[config.mk]
export PLATFORM = sky130hd
export DESIGN_NAME = pipelined_modular_adder_flat
export DESIGN_NICKNAME = d
export VERILOG_FILES = /design/src/rtl/pipelined_modular_adder_if.sv /design/src/rtl/pipelined_modular_adder.sv /design/src/flat_wrapper.sv
export SDC_FILE = /design/constraint.sdc
export NUM_CORES = 1
export LEC_CHECK = 0
export ABC_AREA = 1
export CORE_ASPECT_RATIO = 0.75
export CORE_MARGIN = 10
export CORE_UTILIZATION = 32
export DETAILED_ROUTE_END_ITERATION = 16
export HOLD_SLACK_MARGIN = 0.03
export PLACE_DENSITY_LB_ADDON = 0.08
export SETUP_SLACK_MARGIN = 0.15
export SLEW_MARGIN = 10
export SYNTH_ARGS = -nofsm -noshare
export SYNTH_HDL_FRONTEND = slang
export SYNTH_SLANG_ARGS = --single-unit
[constraint.sdc]
create_clock -name clk -period 2.56 [get_ports clk]
set_input_delay 0.384 -clock clk [delete_from_list [all_inputs] [get_ports clk]]
set_output_delay 0.384 -clock clk [all_outputs]
set_load 0.01 [all_outputs]
[src/rtl/pipelined_modular_adder_if.sv]
// Handshake bundle for the pipelined modular adder: input side (A/B/K with
// valid/ready) and output side (sum/err with valid/ready).
interface pipelined_modular_adder_if #(
    parameter int N_BITS = 7
);
    logic              in_valid;
    logic              in_ready;
    logic [N_BITS-1:0] in_a;
    logic [N_BITS-1:0] in_b;
    logic [N_BITS-1:0] in_k;
    logic              out_valid;
    logic              out_ready;
    logic [N_BITS-1:0] out_sum;
    logic              out_err;

    // Producer of operands / consumer of results
    modport master (
        output in_valid, in_a, in_b, in_k, out_ready,
        input  in_ready, out_valid, out_sum, out_err
    );

    // The adder itself
    modport slave (
        input  in_valid, in_a, in_b, in_k, out_ready,
        output in_ready, out_valid, out_sum, out_err
    );
endinterface

[src/rtl/pipelined_modular_adder.sv]
// Pipelined modular adder: out_sum = (A + B) mod (2^N_BITS - K).
// A+B and A+B+K are evaluated side by side (K folded in through a carry-save
// "hashed" row and a shifted "enveloped" row), each through a Sklansky prefix
// carry network; the carry-out of A+B+K picks which sum is the residue.
// Three register stages, one result per cycle, whole pipe stalls on back-pressure.
// Optional macro MODADD_RANGE_CHECK_EN adds an operand range-error flag (out_err).
module pipelined_modular_adder #(
    parameter int N_BITS = 7
) (
    input  logic                       clk,
    input  logic                       rst_n,
    pipelined_modular_adder_if.slave   bus
);
    localparam int PREFIX_MAX_LVL = 7;  // enough levels for N_BITS up to 128

    // Sklansky parallel prefix: returns group generate over [i:0] for every bit i
    function automatic logic [N_BITS-1:0] prefix_gen(input logic [N_BITS-1:0] g_in,
                                                     input logic [N_BITS-1:0] p_in);
        logic [N_BITS-1:0] gg;
        logic [N_BITS-1:0] pp;
        int                j;
        gg = g_in;
        pp = p_in;
        for (int l = 0; l < PREFIX_MAX_LVL; l++) begin
            if ((1 << l) < N_BITS) begin
                for (int i = N_BITS - 1; i >= 0; i--) begin
                    if (((i >> l) & 1) == 1) begin
                        // j is the top bit of the neighbouring lower block; its bit l
                        // is clear so it is not modified at this level
                        j     = ((i >> l) << l) - 1;
                        gg[i] = gg[i] | (pp[i] & gg[j]);
                        pp[i] = pp[i] & pp[j];
                    end else begin
                        gg[i] = gg[i];
                    end
                end
            end else begin
                gg = gg;
            end
        end
        return gg;
    endfunction

    logic advance_s;

    // ---------------- S1 combinational: hashed and enveloped rows ----------------
    logic [N_BITS-1:0] g_s, h_s, p_s;
    logic [N_BITS-1:0] ap_s, bp_s, bsh_s;
    logic [N_BITS-1:0] gp_s, hp_s, pp_s;

    assign g_s   = bus.in_a & bus.in_b;
    assign h_s   = bus.in_a ^ bus.in_b;
    assign p_s   = bus.in_a | bus.in_b;
    // Carry-save of A+B+K: k=1 gives sum=XNOR, carry=OR; k=0 gives XOR/AND
    assign ap_s  = (~h_s & bus.in_k) | (h_s & ~bus.in_k);
    assign bp_s  = (p_s & bus.in_k) | (g_s & ~bus.in_k);
    // Carry vector weighs one bit higher; its MSB leaves the N-bit window
    assign bsh_s = {bp_s[N_BITS-2:0], 1'b0};
    assign gp_s  = ap_s & bsh_s;
    assign hp_s  = ap_s ^ bsh_s;
    assign pp_s  = ap_s | bsh_s;

    logic              valid_s1_r;
    logic [N_BITS-1:0] g_r, h1_r, p_r, gp_r, hp1_r, pp_r;
    logic              bmsb1_r;

`ifdef MODADD_RANGE_CHECK_EN
    logic [N_BITS:0] mod_s;
    logic            err_s;
    logic            err1_r, err2_r, out_err_r;

    assign mod_s = {1'b1, {N_BITS{1'b0}}} - {1'b0, bus.in_k};
    assign err_s = ({1'b0, bus.in_a} >= mod_s) | ({1'b0, bus.in_b} >= mod_s);
`endif

    // ---------------- S2 combinational: prefix carry networks ----------------
    logic [N_BITS:0] c_s, cp_s;

    assign c_s  = {prefix_gen(g_r, p_r), 1'b0};
    assign cp_s = {prefix_gen(gp_r, pp_r), 1'b0};

    logic              valid_s2_r;
    logic [N_BITS:0]   c_r, cp_r;
    logic [N_BITS-1:0] h2_r, hp2_r;
    logic              bmsb2_r;

    // ---------------- S3 combinational: sum formation and selection ----------------
    logic [N_BITS-1:0] s0_s, s1_s, sel_sum_s;
    logic              cout_k_s;

    assign s0_s      = h2_r ^ c_r[N_BITS-1:0];
    assign s1_s      = hp2_r ^ cp_r[N_BITS-1:0];
    assign cout_k_s  = cp_r[N_BITS] | bmsb2_r;
    // A+B+K overflowing 2^N means A+B >= M, so the wrapped A+B+K-2^N is the residue
    assign sel_sum_s = cout_k_s ? s1_s : s0_s;

    logic              out_valid_r;
    logic [N_BITS-1:0] out_sum_r;

    assign advance_s     = ~out_valid_r | bus.out_ready;
    assign bus.in_ready  = advance_s;
    assign bus.out_valid = out_valid_r;
    assign bus.out_sum   = out_sum_r;

    // Pipeline registers: all three stages move together when advance is high
    always_ff @(posedge clk or negedge rst_n) begin
        if (!rst_n) begin
            valid_s1_r  <= 1'b0;
            g_r         <= {N_BITS{1'b0}};
            h1_r        <= {N_BITS{1'b0}};
            p_r         <= {N_BITS{1'b0}};
            gp_r        <= {N_BITS{1'b0}};
            hp1_r       <= {N_BITS{1'b0}};
            pp_r        <= {N_BITS{1'b0}};
            bmsb1_r     <= 1'b0;
            valid_s2_r  <= 1'b0;
            c_r         <= {(N_BITS+1){1'b0}};
            cp_r        <= {(N_BITS+1){1'b0}};
            h2_r        <= {N_BITS{1'b0}};
            hp2_r       <= {N_BITS{1'b0}};
            bmsb2_r     <= 1'b0;
            out_valid_r <= 1'b0;
            out_sum_r   <= {N_BITS{1'b0}};
        end else if (advance_s) begin
            valid_s1_r  <= bus.in_valid;
            g_r         <= g_s;
            h1_r        <= h_s;
            p_r         <= p_s;
            gp_r        <= gp_s;
            hp1_r       <= hp_s;
            pp_r        <= pp_s;
            bmsb1_r     <= bp_s[N_BITS-1];
            valid_s2_r  <= valid_s1_r;
            c_r         <= c_s;
            cp_r        <= cp_s;
            h2_r        <= h1_r;
            hp2_r       <= hp1_r;
            bmsb2_r     <= bmsb1_r;
            out_valid_r <= valid_s2_r;
            out_sum_r   <= sel_sum_s;
        end else begin
            out_valid_r <= out_valid_r;
        end
    end

`ifdef MODADD_RANGE_CHECK_EN
    // Range-error flag rides alongside its transaction through the stages
    always_ff @(posedge clk or negedge rst_n) begin
        if (!rst_n) begin
            err1_r    <= 1'b0;
            err2_r    <= 1'b0;
            out_err_r <= 1'b0;
        end else if (advance_s) begin
            err1_r    <= err_s;
            err2_r    <= err1_r;
            out_err_r <= err2_r;
        end else begin
            out_err_r <= out_err_r;
        end
    end

    assign bus.out_err = out_err_r;
`else
    assign bus.out_err = 1'b0;
`endif

endmodule

[src/flat_wrapper.sv]
// flat-port wrapper written by rule: the top's interface ports become plain ports
module pipelined_modular_adder_flat 
#(
    parameter int N_BITS = 7
)
  (clk, rst_n, bus_in_valid, bus_in_a, bus_in_b, bus_in_k, bus_out_ready, bus_in_ready, bus_out_valid, bus_out_sum, bus_out_err);
  pipelined_modular_adder_if #(.N_BITS(N_BITS)) bus_i ();
  input  logic clk;
  input  logic rst_n;
  input wire logic [$bits(bus_i.in_valid)-1:0] bus_in_valid;
  input wire logic [$bits(bus_i.in_a)-1:0] bus_in_a;
  input wire logic [$bits(bus_i.in_b)-1:0] bus_in_b;
  input wire logic [$bits(bus_i.in_k)-1:0] bus_in_k;
  input wire logic [$bits(bus_i.out_ready)-1:0] bus_out_ready;
  output wire logic [$bits(bus_i.in_ready)-1:0] bus_in_ready;
  output wire logic [$bits(bus_i.out_valid)-1:0] bus_out_valid;
  output wire logic [$bits(bus_i.out_sum)-1:0] bus_out_sum;
  output wire logic [$bits(bus_i.out_err)-1:0] bus_out_err;
  assign bus_i.in_valid = bus_in_valid;
  assign bus_i.in_a = bus_in_a;
  assign bus_i.in_b = bus_in_b;
  assign bus_i.in_k = bus_in_k;
  assign bus_i.out_ready = bus_out_ready;
  assign bus_in_ready = bus_i.in_ready;
  assign bus_out_valid = bus_i.out_valid;
  assign bus_out_sum = bus_i.out_sum;
  assign bus_out_err = bus_i.out_err;
  pipelined_modular_adder #(.N_BITS(N_BITS)) u_core (.clk(clk), .rst_n(rst_n), .bus(bus_i));
endmodule
After elaboration in Yosys (flattened, before gate mapping) --
Index checks and enable logic that the tools add are counted.
Operators by class: bitwise logic cells 56, muxes and demuxes 1
Operator list (number):
- 7-bit AND | 6
- 7-bit OR | 4
- 7-bit XOR | 4
- 1-bit AND | 21
- 1-bit OR | 18
- 7-bit inverter | 2
- 7-bit two-way mux | 1
- 1-bit inverter | 1
Word-level totals: input port bits 25, word-level logic and storage cells 73, register bits 80

Longest topological paths before layout --
depth after elaboration 6, mapped depth 8

Worst setup path after synthesis --
Ideal clock, no wire load.
path kind input-to-reg, start in bus_in_b[6], end reg u_core.hp1_r[6], stages 7, path buffers 0, required time 2434 ps, slack 1092 ps, setup time 126 ps, arrival 1342 ps, cells stage by stage inv_1 > ha_1 > xor2_1 > inv_1 > ha_1 > nand2_1 > o21ai_0
On the way: word-level cells in the longest chain between the ends 5
Ends and longest elaborated chain:
- start: declaration | RTL line flat_wrapper.sv:12 | input wire logic [$bits(bus_i.in_b)-1:0] bus_in_b;
- 7-bit XOR * | RTL line pipelined_modular_adder.sv:52 | assign h_s = bus.in_a ^ bus.in_b;
- net u_core.h_s[6] | RTL line pipelined_modular_adder.sv:47 | logic [N_BITS-1:0] g_s, h_s, p_s;
- 7-bit inverter | RTL line pipelined_modular_adder.sv:55 | assign ap_s = (~h_s & bus.in_k) | (h_s & ~bus.in_k);
- 7-bit AND | RTL line pipelined_modular_adder.sv:55
- 7-bit OR * | RTL line pipelined_modular_adder.sv:55
- 7-bit XOR * | RTL line pipelined_modular_adder.sv:60 | assign hp_s = ap_s ^ bsh_s;
- net u_core.hp_s[6] | RTL line pipelined_modular_adder.sv:49 | logic [N_BITS-1:0] gp_s, hp_s, pp_s;
- end signal: assignment | RTL line pipelined_modular_adder.sv:113 | hp1_r <= {N_BITS{1'b0}};
- end signal: assignment | RTL line pipelined_modular_adder.sv:130 | hp1_r <= hp_s;
- end: declaration | RTL line pipelined_modular_adder.sv:64 | logic [N_BITS-1:0] g_r, h1_r, p_r, gp_r, hp1_r, pp_r;
Mark *: on every way through the listed nets, which the timed path passes. The rest lies on a longest branch. A chain may end at the register's enable or synchronous reset.

Worst setup path after layout --
start in bus_out_ready, end out bus_in_ready
On the way: word-level cells in the longest chain between the ends 1
Ends and longest elaborated chain:
- start: declaration | RTL line flat_wrapper.sv:14 | input wire logic [$bits(bus_i.out_ready)-1:0] bus_out_ready;
- 1-bit OR | RTL line pipelined_modular_adder.sv:100 | assign advance_s = ~out_valid_r | bus.out_ready;
- end: declaration | RTL line flat_wrapper.sv:15 | output wire logic [$bits(bus_i.in_ready)-1:0] bus_in_ready;
Every way passes these cells.

==> impl_metrics.env <==
export IMPL_status="finished, final reports clean"
export IMPL_hold_buffers=0
export IMPL_worstPathRequired_ns=2.18
export IMPL_max_cap_violations=0
export IMPL_critPathLaunch="bus_out_ready"
export IMPL_die_x_um=144
export IMPL_antenna_left=0
export IMPL_wl_met3_um=308
export IMPL_htreeDepth=3
export IMPL_rrSetupSlack_ns=1.09
export IMPL_die_h_um=113
export IMPL_grt_pass1_wl_um=13600
export IMPL_final_util_pct=40.3
export IMPL_viasPerCell=4.25
export IMPL_path_clk_slew_ns=0.06
export IMPL_combinationalPowerShare_pct=28.0
export IMPL_grt_pass1_vias=2600
export IMPL_drive_gt1_share_pct=5.85
export IMPL_holdWs_ns=0.0979
export IMPL_max_slew_margin_pct=53.2
export IMPL_p_clk_share_pct=32.2
export IMPL_antenna_cells=0
export IMPL_grt_remaining_overflow=0
export IMPL_fin_crit_sh_pct=78.4
export IMPL_finalWeightedCongestion=0.708
export IMPL_slew_violations=0
export IMPL_worst_r2r_path_depth=4
export IMPL_rsz0062_at_grt="no"
export IMPL_worstPathMaxFanout=2
export IMPL_path_class="in -> out"
export IMPL_arrival_ns=1.62
export IMPL_cts_tree="built"
export IMPL_max_freq_mhz=498
export IMPL_wl_um=7910
export IMPL_grt_usage_pct=10.4
export IMPL_p_int_mw=3.11
export IMPL_clk_latency_ns=0.33
export IMPL_worst_pin_slew_ns=0.702
export IMPL_numPortBuffers=33
export IMPL_worstSetupEndpointType="output port"
export IMPL_core_area_um2=11100
export IMPL_p_seq_share_pct=39.9
export IMPL_io_pins=35
export IMPL_ys_seq_area_share_pct=50.0
export IMPL_vdd_drop_max_mv=0.346
export IMPL_syn_inst=442
export IMPL_final_nets=524
export IMPL_route_met2_wl_um=3030
export IMPL_net_switching_power_mw=1.48
export IMPL_grt_antenna_before_repair=0
export IMPL_powerDensity_nw_per_um2=1030
export IMPL_ys_ff_latch=74
export IMPL_rows=33
export IMPL_sw_frac_of_total_pct=32.3
export IMPL_reg2reg_from="u_core.bmsb2_r"
export IMPL_die_area_um2=16300
export IMPL_initial_core_util_pct=33.3
export IMPL_wl_per_cell_um=12.8
export IMPL_drc_errors=0
export IMPL_cp_start_kind="input pin"
export IMPL_hpwl_um=5370
export IMPL_grt_max_degree=83
export IMPL_cts_path_max_buffers=2
export IMPL_met1_length_um=4510
export IMPL_rr_endpoint="u_core.bus.out_sum[2]"
export IMPL_final_seq_area_um2=1850
export IMPL_multi_input_area_um2=1480
export IMPL_top_layer="met4"
export IMPL_synth_warnings=0
export IMPL_numCtsBuffers=9
export IMPL_vias=2633
export IMPL_finalSetupViolCount=0
export IMPL_fillers=1139
export IMPL_p_leak_nw=2.32
export IMPL_first_iter_violations=146
export IMPL_synth_nets=492
export IMPL_syn_avg_cell_area_um2=8.38
export IMPL_clockRootBuffer="clkbuf_16"
export IMPL_hold_viol=0
export IMPL_timing_setup_tns_ns=0
export IMPL_cts_setup_buffers=0
export IMPL_cts_resized=0
export IMPL_final_min_clock_period_ns=2.01
export IMPL_hold_class="in -> async"
export IMPL_syn_to_final_growth_pct=20.9
export IMPL_synth_area_um2=3700
export IMPL_drt_first_pass_iters=5
export IMPL_finClkSkew_ns=0.00613
export IMPL_synth_distinct_cells=21
export IMPL_cts_sinks=74
critical path, cell delays in order:
cell	delay, ns
clkdlybuf4s50_1	0.52
inv_1	0.07
nand2_2	0.10
clkdlybuf4s50_1	0.55
state kept, by name (all words and copies together) (netlist names), 7 cells and up:
register,count
u_core.bus.out_sum,7
u_core.h2_r,7
u_core.hp2_r,7
u_core.h1_r,7
layer usage:
metal	global-route usage, %	up-vias
met2	13.3	44
met4	4.50	0
met3	2.97	2
met5	0	-
li1	-	1415
met1	15.6	1172
through the flow:
stage | instances | power, mW | setup WS, ns | area [um2]
final | 619 | 4.59 | 0.552 | 4480
after global routing | 619 | 4.96 | 0.512 | 4480
after CTS | 619 | 4.67 | 0.531 | 4480
after detailed placement | 603 | 3.16 | 0.457 | 4120
after global placement | 603 | 3.14 | 0.482 | 4120
after floorplan | 442 | 2.71 | 1.09 | 3700
cells in the final DEF, fill, tap and decap left out, types with 3 or more instances in the layout:
cell type          n
nand2_1          175
clkdlybuf4s50_1   32
nand3_1           21
o21ai_0           41
nor2_1             5
clkbuf_16          9
a21oi_1            9
dfrtp_1           74
xor2_1             3
xnor2_1            7
bufinv_16          3
buf_12             3
inv_1             57
ha_1              25
synthesized netlist by cell type:
cell,number,area share (%)
dfrtp_1,74,50
inv_2,2,0.20
nor2_1,5,0.51
o21ai_0,41,5.5
ha_1,25,8.4
nand2_1,175,18
buf_6,8,2.4
buf_4,2,0.41
nor2_4,1,0.30
a21oi_1,9,1.2
nand3_1,21,2.8
buf_12,1,0.54
buf_2,5,0.68
xor2_1,3,0.71
clkbuf_1,1,0.10
conb_1,1,0.10
xnor2_1,7,1.7
o21bai_2,1,0.30
nand2_2,2,0.34
o21ai_1,1,0.14
inv_1,57,5.8
final cells by class:
type	count	share of cell area (%)
flip-flops and latches	74	41.4
repair buffers	38	8.94
clock buffers	11	5.65
well taps	140	3.91
inverters	59	4.95
multi-input cells	292	33.0
clock inverters	5	2.24
logic make-up after synthesis:
group                      count (synthesis)  synth area share [%]
DFF                                       74                  50.0
and+or+nand+nor                          204                  21.7
other                                      1                 0.101
adders and majority gates                 25                  8.45
xor gates and xnor gates                  10                  2.37
buffers and inverters                     76                  10.1
AOI/OAI and AO/OA                         52                  7.20
power by group through the flow:
stage | Clock (mW) | Sequential, mW | Combinational [mW]
floorplan | 0 | 1.81 | 0.896
global placement | 0 | 1.84 | 1.30
detailed placement | 0 | 1.85 | 1.31
CTS | 1.51 | 1.83 | 1.32
global route | 1.57 | 1.88 | 1.51
finish | 1.48 | 1.83 | 1.29
worst max path at each step:
stage                           end  depth (start not counted)
floorplan           u_core.hp1_r[6]                          7
global placement    u_core.hp1_r[4]                          8
detailed placement  u_core.hp1_r[4]                          8
CTS                    bus_in_ready                          4
global route           bus_in_ready                          4
finish                 bus_in_ready                          4
Note: power is estimated with default switching activity, not from simulation.
